==> src/rtl/game_pkg.sv <==
`default_nettype none
// =============================================================================
// Module      : game_pkg
// Description : Shared scheduler state encoding and colour width.
// Revision    : 1.0 - initial release
// =============================================================================
package game_pkg;

   localparam int COLOUR_W = 3;

   typedef enum logic [2:0] {
      S_IDLE   = 3'd0,
      S_ERASE  = 3'd1,
      S_UPDATE = 3'd2,
      S_LATCH  = 3'd3,
      S_DRAW   = 3'd4
   } state_t;

endpackage
`default_nettype wire

==> src/rtl/tick_divider.sv <==
`default_nettype none
// =============================================================================
// Module      : tick_divider
// Description : Free-running divider; one-cycle tick every CLK_DIV clocks.
// Revision    : 1.0 - initial release
// =============================================================================
module tick_divider #(
   parameter int CLK_DIV = 833334
) (
   input  logic clock,
   input  logic reset,
   output logic tick
);

   localparam int CNT_W = (CLK_DIV > 1) ? $clog2(CLK_DIV) : 1;
   localparam logic [CNT_W-1:0] CNT_LAST = CNT_W'(CLK_DIV - 1);

   logic [CNT_W-1:0] count_q;
   logic [CNT_W-1:0] count_d;

   always_comb begin
      count_d = count_q + 1'b1;
      if (count_q == CNT_LAST) begin
         count_d = '0;
      end
   end

   always_ff @(posedge clock) begin
      if (reset) begin
         count_q <= '0;
      end else begin
         count_q <= count_d;
      end
   end

   assign tick = (count_q == CNT_LAST);

endmodule
`default_nettype wire

==> src/rtl/frame_scheduler.sv <==
`default_nettype none
// =============================================================================
// Module      : frame_scheduler
// Description : Per-frame erase / update / redraw sequencer for one sprite box.
// Revision    : 1.0 - initial release
// =============================================================================
module frame_scheduler
   import game_pkg::*;
#(
   parameter int                  CLK_DIV      = 833334,
   parameter int                  SPR_W        = 4,
   parameter int                  SPR_H        = 4,
   parameter int                  X_W          = 8,
   parameter int                  Y_W          = 7,
   parameter logic [COLOUR_W-1:0] ERASE_COLOUR = 3'b000
) (
   input  logic                clock,
   input  logic                reset,
   input  logic                draw,
   input  logic                setoff,
   input  logic [X_W-1:0]      obj_x,
   input  logic [Y_W-1:0]      obj_y,
   input  logic [COLOUR_W-1:0] obj_colour,
   output logic [X_W-1:0]      plot_x,
   output logic [Y_W-1:0]      plot_y,
   output logic [COLOUR_W-1:0] plot_colour,
   output logic                plot_we,
   output logic                update_pulse,
   output logic                frame_tick,
   output logic                busy,
   output logic                overrun
);

   localparam int DX_W = (SPR_W > 1) ? $clog2(SPR_W) : 1;
   localparam int DY_W = (SPR_H > 1) ? $clog2(SPR_H) : 1;
   localparam logic [DX_W-1:0] DX_LAST = DX_W'(SPR_W - 1);
   localparam logic [DY_W-1:0] DY_LAST = DY_W'(SPR_H - 1);

   state_t              state_q, state_d;
   logic [DX_W-1:0]     dx_q, dx_d;
   logic [DY_W-1:0]     dy_q, dy_d;
   logic [X_W-1:0]      old_x_q, old_x_d;
   logic [Y_W-1:0]      old_y_q, old_y_d;
   logic [COLOUR_W-1:0] col_q, col_d;
   logic                old_valid_q, old_valid_d;
   logic                overrun_q, overrun_d;

   logic                w_tick;
   logic                w_walk;
   logic                w_last;

   tick_divider #(
      .CLK_DIV (CLK_DIV)
   ) u_tick_divider (
      .clock (clock),
      .reset (reset),
      .tick  (w_tick)
   );

   assign w_walk = (state_q == S_ERASE) || (state_q == S_DRAW);
   assign w_last = (dx_q == DX_LAST) && (dy_q == DY_LAST);

   always_comb begin
      state_d     = state_q;
      dx_d        = dx_q;
      dy_d        = dy_q;
      old_x_d     = old_x_q;
      old_y_d     = old_y_q;
      col_d       = col_q;
      old_valid_d = old_valid_q;
      overrun_d   = overrun_q;

      // A tick landing mid-sequence is dropped, only flagged.
      if (w_tick && (state_q != S_IDLE)) begin
         overrun_d = 1'b1;
      end

      // Raster walk wraps to (0,0) on the last pixel, ready for the next pass.
      if (w_walk) begin
         if (dx_q == DX_LAST) begin
            dx_d = '0;
            dy_d = (dy_q == DY_LAST) ? '0 : dy_q + 1'b1;
         end else begin
            dx_d = dx_q + 1'b1;
         end
      end

      case (state_q)
         S_IDLE: begin
            if (w_tick && draw) begin
               state_d = old_valid_q ? S_ERASE : S_LATCH;
            end
         end
         S_ERASE: begin
            if (w_last) begin
               state_d = setoff ? S_UPDATE : S_LATCH;
            end
         end
         S_UPDATE: begin
            state_d = S_LATCH;
         end
         S_LATCH: begin
            old_x_d     = obj_x;
            old_y_d     = obj_y;
            col_d       = obj_colour;
            old_valid_d = 1'b1;
            state_d     = S_DRAW;
         end
         S_DRAW: begin
            if (w_last) begin
               state_d = S_IDLE;
            end
         end
         default: begin
            state_d = S_IDLE;
         end
      endcase
   end

   always_ff @(posedge clock) begin
      if (reset) begin
         state_q     <= S_IDLE;
         dx_q        <= '0;
         dy_q        <= '0;
         old_x_q     <= '0;
         old_y_q     <= '0;
         col_q       <= '0;
         old_valid_q <= 1'b0;
         overrun_q   <= 1'b0;
      end else begin
         state_q     <= state_d;
         dx_q        <= dx_d;
         dy_q        <= dy_d;
         old_x_q     <= old_x_d;
         old_y_q     <= old_y_d;
         col_q       <= col_d;
         old_valid_q <= old_valid_d;
         overrun_q   <= overrun_d;
      end
   end

   assign plot_we      = w_walk;
   assign plot_x       = w_walk ? (old_x_q + X_W'(dx_q)) : '0;
   assign plot_y       = w_walk ? (old_y_q + Y_W'(dy_q)) : '0;
   assign plot_colour  = (state_q == S_ERASE) ? ERASE_COLOUR :
                         (state_q == S_DRAW)  ? col_q        : '0;
   assign update_pulse = (state_q == S_UPDATE);
   assign busy         = (state_q != S_IDLE);
   assign overrun      = overrun_q;
   assign frame_tick   = w_tick;

endmodule
`default_nettype wire

==> config.mk <==
export PLATFORM = sky130hd
export DESIGN_NAME = frame_scheduler
export DESIGN_NICKNAME = d
export VERILOG_FILES = /design/src/rtl/game_pkg.sv /design/src/rtl/tick_divider.sv /design/src/rtl/frame_scheduler.sv
export SDC_FILE = /design/constraint.sdc
export NUM_CORES = 1
export LEC_CHECK = 0
export BUFFER_PORTS_ARGS = -buffer_cell sky130_fd_sc_hd__buf_2
export CORE_AREA = 4 4 83 85
export CTS_BUF_LIST = sky130_fd_sc_hd__clkbuf_8
export CTS_CLUSTER_DIAMETER = 40
export DETAILED_ROUTE_END_ITERATION = 16
export DIE_AREA = 0 0 87 89
export GPL_TIMING_DRIVEN = 0
export PLACE_DENSITY = 0.56
export SETUP_SLACK_MARGIN = 0.15
export SYNTH_ARGS = -nofsm -noshare
export SYNTH_HDL_FRONTEND = slang
export SYNTH_HIERARCHICAL = 1
export SYNTH_SLANG_ARGS = --single-unit
export TNS_END_PERCENT = 1
==> constraint.sdc <==
create_clock -name clock -period 2.9 [get_ports clock]
set_clock_uncertainty 0.05 [all_clocks]
set_input_delay 0.29 -clock clock [delete_from_list [all_inputs] [get_ports clock]]
set_output_delay 0.29 -clock clock [all_outputs]
set_load 0.005 [all_outputs]
==> results.tsv, run 1 <==
metric	value	unit
post-route-min-period	2.41	ns
fin_nets	385	
gpl.final_weighted_congestion	0.767	
total_drc_errors_in_the_routed_layout	0	
io_pins	45	
clk_root_buffer_cell	sky130_fd_sc_hd__clkbuf_8	
outcome	complete, no violations	
report.final.slew_viol_count	0	
critPathRequiredTime	2.56	ns
port_buffers	44	
antennaDiodeCount	0	
grt-ovfl-total	0	
hold_path_class	primary input to flip-flop	
post-synth-top-area-cell	sky130_fd_sc_hd__dfxtp_1	
mappedNetlistNets	334	
antenna_found_initial	0	
final.fill_count	678	
chipWidth	87	microns
synth.most_common_cell	sky130_fd_sc_hd__nand2_1	
post_cts.repair.setup_buffers	0	
irDropWorstVdd	247	uV
fmax	415	MHz
synth-async-reset-ratio	0	%
total_leakage_power	1.07	nW
placement_rows	29	
netlist_top_cells_count	48 x sky130_fd_sc_hd__nand2_1, 47 x sky130_fd_sc_hd__dfxtp_1, 35 x sky130_fd_sc_hd__a21oi_1	
top_ff_cell_synth	sky130_fd_sc_hd__dfxtp_1	
drive_above_1_share	17.8	%
drt_iter0_drc	69	
initial_utilization	39.1	%
synth_cell_type_count	39	
placeable_area	6200	sq um
ctsHoldBuffers	0	
synth_warnings	6	
ys_top_cells_by_area	sky130_fd_sc_hd__dfxtp_1 39%, sky130_fd_sc_hd__nand2_1 7.4%, sky130_fd_sc_hd__a21oi_1 7.2%, sky130_fd_sc_hd__xnor2_1 5.1%, sky130_fd_sc_hd__nor2_1 4.5%	
cts_h_tree_depth	2	
placed_cell_area	2740	sq um
dpl_worst_slack	0.353	ns
clock_latency	0.30	ns
detailedRoute.firstPassIterationCount	4	
post_synth_edffs	0	
clock_path_buffers	2	
cp.arrival	2.07	ns
drv_cap	0	
tns	0	ns
worst_slew_margin_rel	40.5	%
drt-vias-per-instance	5.18	
areaGrowthSynthToFinish	16.7	%
die_height	89	microns
final_critical_path_setup_slack	0.488	ns
synth.yosys.seq_area_share	38.8	%
cts_tree	built	
synth-seq-cells	47	
routed_wire_length_per_instance	12.9	microns
power-per-cell-area	516	nW/um^2
synth.avg_cell_area	8.03	sq um
drt.antenna.violating_nets	0	
p_total	1.46	mW
grt_max_degree	14	
numCtsBuffers	5	
slew_at_the_pin_closest_to_its_max_slew_limit	0.884	ns
fin_hold_ws	0.130	ns
rsz_0062_raised_after_global_routing	no	
post-route-cell-area	2830	sq um
fp.dieArea	7740	sq um
final_hold_viol_count	0	
grt_pass1_wl	9.23	mm
routed_wl	5.57	mm
synth_top_area_share	38.8	%
detailroute.via_count	2234	
cp-start-kind	flip-flop	
worst-setup-path-type	flip-flop to primary output	
clock-sinks	47	
hpwl_reported_at_the_end_of_detailed_placement	4.14	mm
post_synth_instance_area	2420	sq um
globalRouteTotalUtil	15.0	%
layout_worst_path_cycle_share	83.2	%
cts.reportedPaths.clkPinSlew	0.09	ns
netlist_instances	302	
cp-end-kind	primary output	
setup_violations	0	
worst-path-max-fanout	5	
first_global_vias	2029	
final timing paths:
check / cells after the start / start / slack (ns) / endpoint
setup / recovery: 5 / u_tick_divider/count_q[0] / 0.49 / frame_tick
hold / removal: 2 / reset / 0.13 / u_tick_divider/count_q[16]
setup reg to reg: 7 / u_tick_divider/count_q[0] / 0.58 / state_q[0]
hold reg to reg: 2 / col_q[1] / 0.41 / col_q[1]
layout by cell type, fill, tap and decap left out, types with 2 or more instances in the layout:
master,netlist,layout
sky130_fd_sc_hd__a21oi_1,35,35
sky130_fd_sc_hd__and3_1,9,9
sky130_fd_sc_hd__buf_2,3,47
sky130_fd_sc_hd__buf_4,3,3
sky130_fd_sc_hd__buf_6,2,2
sky130_fd_sc_hd__clkbuf_1,5,5
sky130_fd_sc_hd__clkbuf_8,0,5
sky130_fd_sc_hd__dfxtp_1,47,47
sky130_fd_sc_hd__fa_1,2,2
sky130_fd_sc_hd__ha_1,8,8
sky130_fd_sc_hd__inv_1,10,12
sky130_fd_sc_hd__mux2i_1,4,4
sky130_fd_sc_hd__nand2_1,48,48
sky130_fd_sc_hd__nand3_1,19,19
sky130_fd_sc_hd__nand4_1,4,4
sky130_fd_sc_hd__nor2_1,29,29
sky130_fd_sc_hd__nor3_1,4,4
sky130_fd_sc_hd__nor4_1,8,7
sky130_fd_sc_hd__o21ai_0,11,11
sky130_fd_sc_hd__o31ai_1,3,3
sky130_fd_sc_hd__or3_1,10,10
sky130_fd_sc_hd__or4_1,4,4
sky130_fd_sc_hd__xnor2_1,14,14
sky130_fd_sc_hd__xor2_1,4,4
sequential cells by signal, indices dropped and copies added, names as in the netlist:
signal / flops
old_y_q: 7
state_q: 3
u_tick_divider/count_q: 20
old_valid_q: 1
dx_q: 2
overrun: 1
col_q: 3
old_x_q: 8
dy_q: 2
timing repair:
item,CTS,global route
resized for setup,0,1
endpoints found under the setup margin,0,3
hold endpoints to repair,0,0
metal layers:
layer	part of all wire (%)	vias up	global-route usage [%]
li1	-	1156	-
met1	48	1037	19.3
met2	47	32	25.2
met3	3.7	9	3.04
met4	1.2	0	4.82
met5	0	-	0
per-stage QoR:
| step | util (%) | cells |
|---|---|---|
| floorplan | - | 302 |
| global placement | 44.2 | 423 |
| detailed placement | 44.2 | 423 |
| CTS | 45.5 | 431 |
| global route | 45.6 | 431 |
| finish | 45.6 | 431 |
power by group:
part | switching, mW | internal, mW | leakage (nW)
logic | 0.230 | 0.137 | 0.637
registers | 0.0372 | 0.685 | 0.380
clock network | 0.210 | 0.163 | 0.0505
total | 0.476 | 0.985 | 1.07
critical path, stage by stage (launching register included):
cell and delay [ns]:
sky130_fd_sc_hd__dfxtp_1 0.41, sky130_fd_sc_hd__ha_1 0.21, sky130_fd_sc_hd__nand4b_1 0.09, sky130_fd_sc_hd__or4_1 0.42, sky130_fd_sc_hd__nor4_2 0.43, sky130_fd_sc_hd__buf_2 0.21
cell type report:
class / count / area [sq um] / area share [%]
well taps: 77 / 96.3 / 3.41
plain buffers: 14 / 82.6 / 2.92
clock inverters: 3 / 12.5 / 0.442
multi-input cells: 231 / 1370 / 48.4
flip-flops and latches: 47 / 941 / 33.3
clock buffers: 5 / 68.8 / 2.43
repair buffers: 44 / 220 / 7.78
inverters: 10 / 37.5 / 1.33
cell families after synthesis:
kind of cell	after synthesis	share of synthesized area [%]
AOI/OAI and AO/OA	54	12.4
DFF	47	38.8
adders and majority gates	10	5.78
buffers and inverters	24	4.95
xor gates and xnor gates	19	7.17
and+or+nand+nor	144	29.2
muxes	4	1.65
No activity file was read; power rests on OpenSTA's default activity.
==> inputs of run 2 (changes only) <==
--- a/config.mk
+++ b/config.mk
@@ -12,7 +12,7 @@
 export DETAILED_ROUTE_END_ITERATION = 16
 export DIE_AREA = 0 0 87 89
 export GPL_TIMING_DRIVEN = 0
-export PLACE_DENSITY = 0.56
+export PLACE_DENSITY = 0.58
 export SETUP_SLACK_MARGIN = 0.15
 export SYNTH_ARGS = -nofsm -noshare
 export SYNTH_HDL_FRONTEND = slang
==> constraint.sdc (replaced) <==
create_clock -name clock -period 2.1 [get_ports clock]
set_clock_uncertainty 0.05 [all_clocks]
set_input_delay 0.21 -clock clock [delete_from_list [all_inputs] [get_ports clock]]
set_output_delay 0.21 -clock clock [all_outputs]
set_load 0.005 [all_outputs]
==> results.tsv, run 2 (synthesis results as in run 1) <==
metric	value	unit
fin_nets	396	
max_ffs_per_register	20	
power.net_switching	676	uW
hpwl_reported_at_the_end_of_detailed_placement	4.10	mm
top_register	u_tick_divider/count_q	
routed_wl	5.90	mm
timing.critical_path.slowest_cell_delay	0.49	ns
report.final.slew_viol_count	0	
power-per-cell-area	674	nW/um^2
clock_path_buffers	2	
irDropWorstVdd	376	uV
ctsHoldBuffers	0	
power.share.sequential	49.3	%
areaGrowthSynthToFinish	26.9	%
total_leakage_power	1.13	nW
clk_root_buffer_cell	sky130_fd_sc_hd__clkbuf_8	
cts_h_tree_depth	2	
power_frac_comb	26.9	%
crit_slowest_cell	sky130_fd_sc_hd__or4b_1	
cp.arrival	2.18	ns
grt_pass1_wl	9.36	mm
slew_at_the_pin_closest_to_its_max_slew_limit	0.525	ns
worst-setup-path-type	flip-flop to flip-flop	
layout_worst_path_cycle_share	97.2	%
chipWidth	87	microns
post-route-min-period	2.04	ns
initial_utilization	39.1	%
routed_wire_length_per_instance	13.4	microns
detailroute.via_count	2300	
clock-sinks	47	
placement_rows	29	
fmax	490	MHz
dpl_worst_slack	-0.193	ns
final_critical_path_setup_slack	0.0583	ns
cp-start-kind	flip-flop	
first_global_vias	2045	
rsz_0062_raised_after_global_routing	yes	
worst_slew_margin_rel	64.7	%
placeable_area	6200	sq um
most-common-layout-cells	48 x sky130_fd_sc_hd__nand2_1, 46 x sky130_fd_sc_hd__buf_2, 36 x sky130_fd_sc_hd__dfxtp_1	
clock_latency	0.29	ns
numCtsBuffers	5	
final_hold_viol_count	0	
drt-vias-per-instance	5.23	
io_pins	45	
cellInternalPower	1.40	mW
cp-end-kind	flip-flop	
biggestRegsByFlops	u_tick_divider/count_q x20, old_x_q x8, old_y_q x7	
p_sw_share	32.6	%
fin_hold_ws	0.0540	ns
grt-ovfl-total	0	
gpl.final_weighted_congestion	0.776	
antenna_found_initial	0	
port_buffers	44	
cts.reportedPaths.clkPinSlew	0.08	ns
cell_by_cell_trace_of_the_critical_path	buf_6, or4b_1, or4_4, o21ai_4, buf_6, nor2_1	
worst-path-max-fanout	10	
detailedRoute.firstPassIterationCount	4	
die_height	89	microns
clock_power_share	23.8	%
critPathRequiredTime	2.23	ns
crit_top_cell	sky130_fd_sc_hd__buf_6	
outcome	complete, no violations	
drive_above_1_share	28.9	%
cts_tree	built	
grt_max_degree	13	
total_drc_errors_in_the_routed_layout	0	
setup_violations	0	
drt.antenna.violating_nets	0	
cp_top_family	simple AND/OR/NAND/NOR gates	
hold_path_class	primary input to flip-flop	
crit_path_buffers_inverters	2	
drv_cap	0	
fp.dieArea	7740	sq um
globalRouteTotalUtil	15.4	%
layout_commonest_cell	sky130_fd_sc_hd__nand2_1	
drt_iter0_drc	88	
antennaDiodeCount	0	
[run 2: cell count changes in the layout (fill, tap and decap cells not counted), sizes merged]
cell	delta
buf	+11
clkinv	-1
inv	-1
[run 2: metal layers]
metal	track usage [%]	vias up	routed length, microns
met5	0	-	0
met2	27.3	34	2990
met1	18.3	1080	2580
met3	4.15	6	264
li1	-	1180	-
met4	4.11	0	68
[run 2: path summary, 6_finish.rpt]
path / cells past startpoint / start / endpoint / slack, ns
setup reg to reg: 6 / u_tick_divider/count_q[7] / u_tick_divider/count_q[7] / 0.06
hold reg to reg: 2 / col_q[1] / col_q[1] / 0.41
setup / recovery: 6 / u_tick_divider/count_q[7] / u_tick_divider/count_q[7] / 0.06
hold / removal: 2 / reset / u_tick_divider/count_q[16] / 0.05
[run 2: power groups by stage]
stage                     Sequential, mW  Clock, mW  Combinational [mW]
after CTS                           1.02      0.522               0.540
after floorplan                     1.01          0               0.351
final                               1.02      0.495               0.558
after global routing                1.03      0.553               0.625
after detailed placement            1.02          0               0.510
after global placement              1.02          0               0.508
[run 2: layout make-up]
type	count	area (sq um)
Fill cell	659	3130
Multi-Input combinational cell	231	1520
Sequential cell	47	960
Timing Repair Buffer	55	309
Tap cell	77	96.3
Buffer	14	83.8
Clock buffer	5	68.8
Inverter	10	37.5
Clock inverter	1	3.75
[run 2: timing repair]
item                                    4_1_cts  5_1_grt
endpoints found under the setup margin       35       37
pin swaps                                    18       14
resized for setup                            28       16
setup buffers                                 4        7
[run 2: worst register-to-register path: stages (launching register included)]
cell and delay (ns):
sky130_fd_sc_hd__dfxtp_2 0.32, sky130_fd_sc_hd__buf_6 0.13, sky130_fd_sc_hd__or4b_1 0.49, sky130_fd_sc_hd__or4_4 0.45, sky130_fd_sc_hd__o21ai_4 0.27, sky130_fd_sc_hd__buf_6 0.18
sky130_fd_sc_hd__nor2_1 0.05
[run 2: per-stage QoR]
step | power [mW] | area, sq um | cells | setup TNS [ns] | utilization [%]
3_3_place_gp | 1.52 | 2750 | 423 | -0.782 | 44.3
2_1_floorplan | 1.36 | 2430 | 302 | 0 | -
6_report | 2.08 | 3080 | 440 | 0 | 49.6
3_5_place_dp | 1.53 | 2750 | 423 | -0.812 | 44.3
5_1_grt | 2.21 | 3080 | 440 | -0.0670 | 49.6
4_1_cts | 2.08 | 2960 | 433 | -0.228 | 47.7
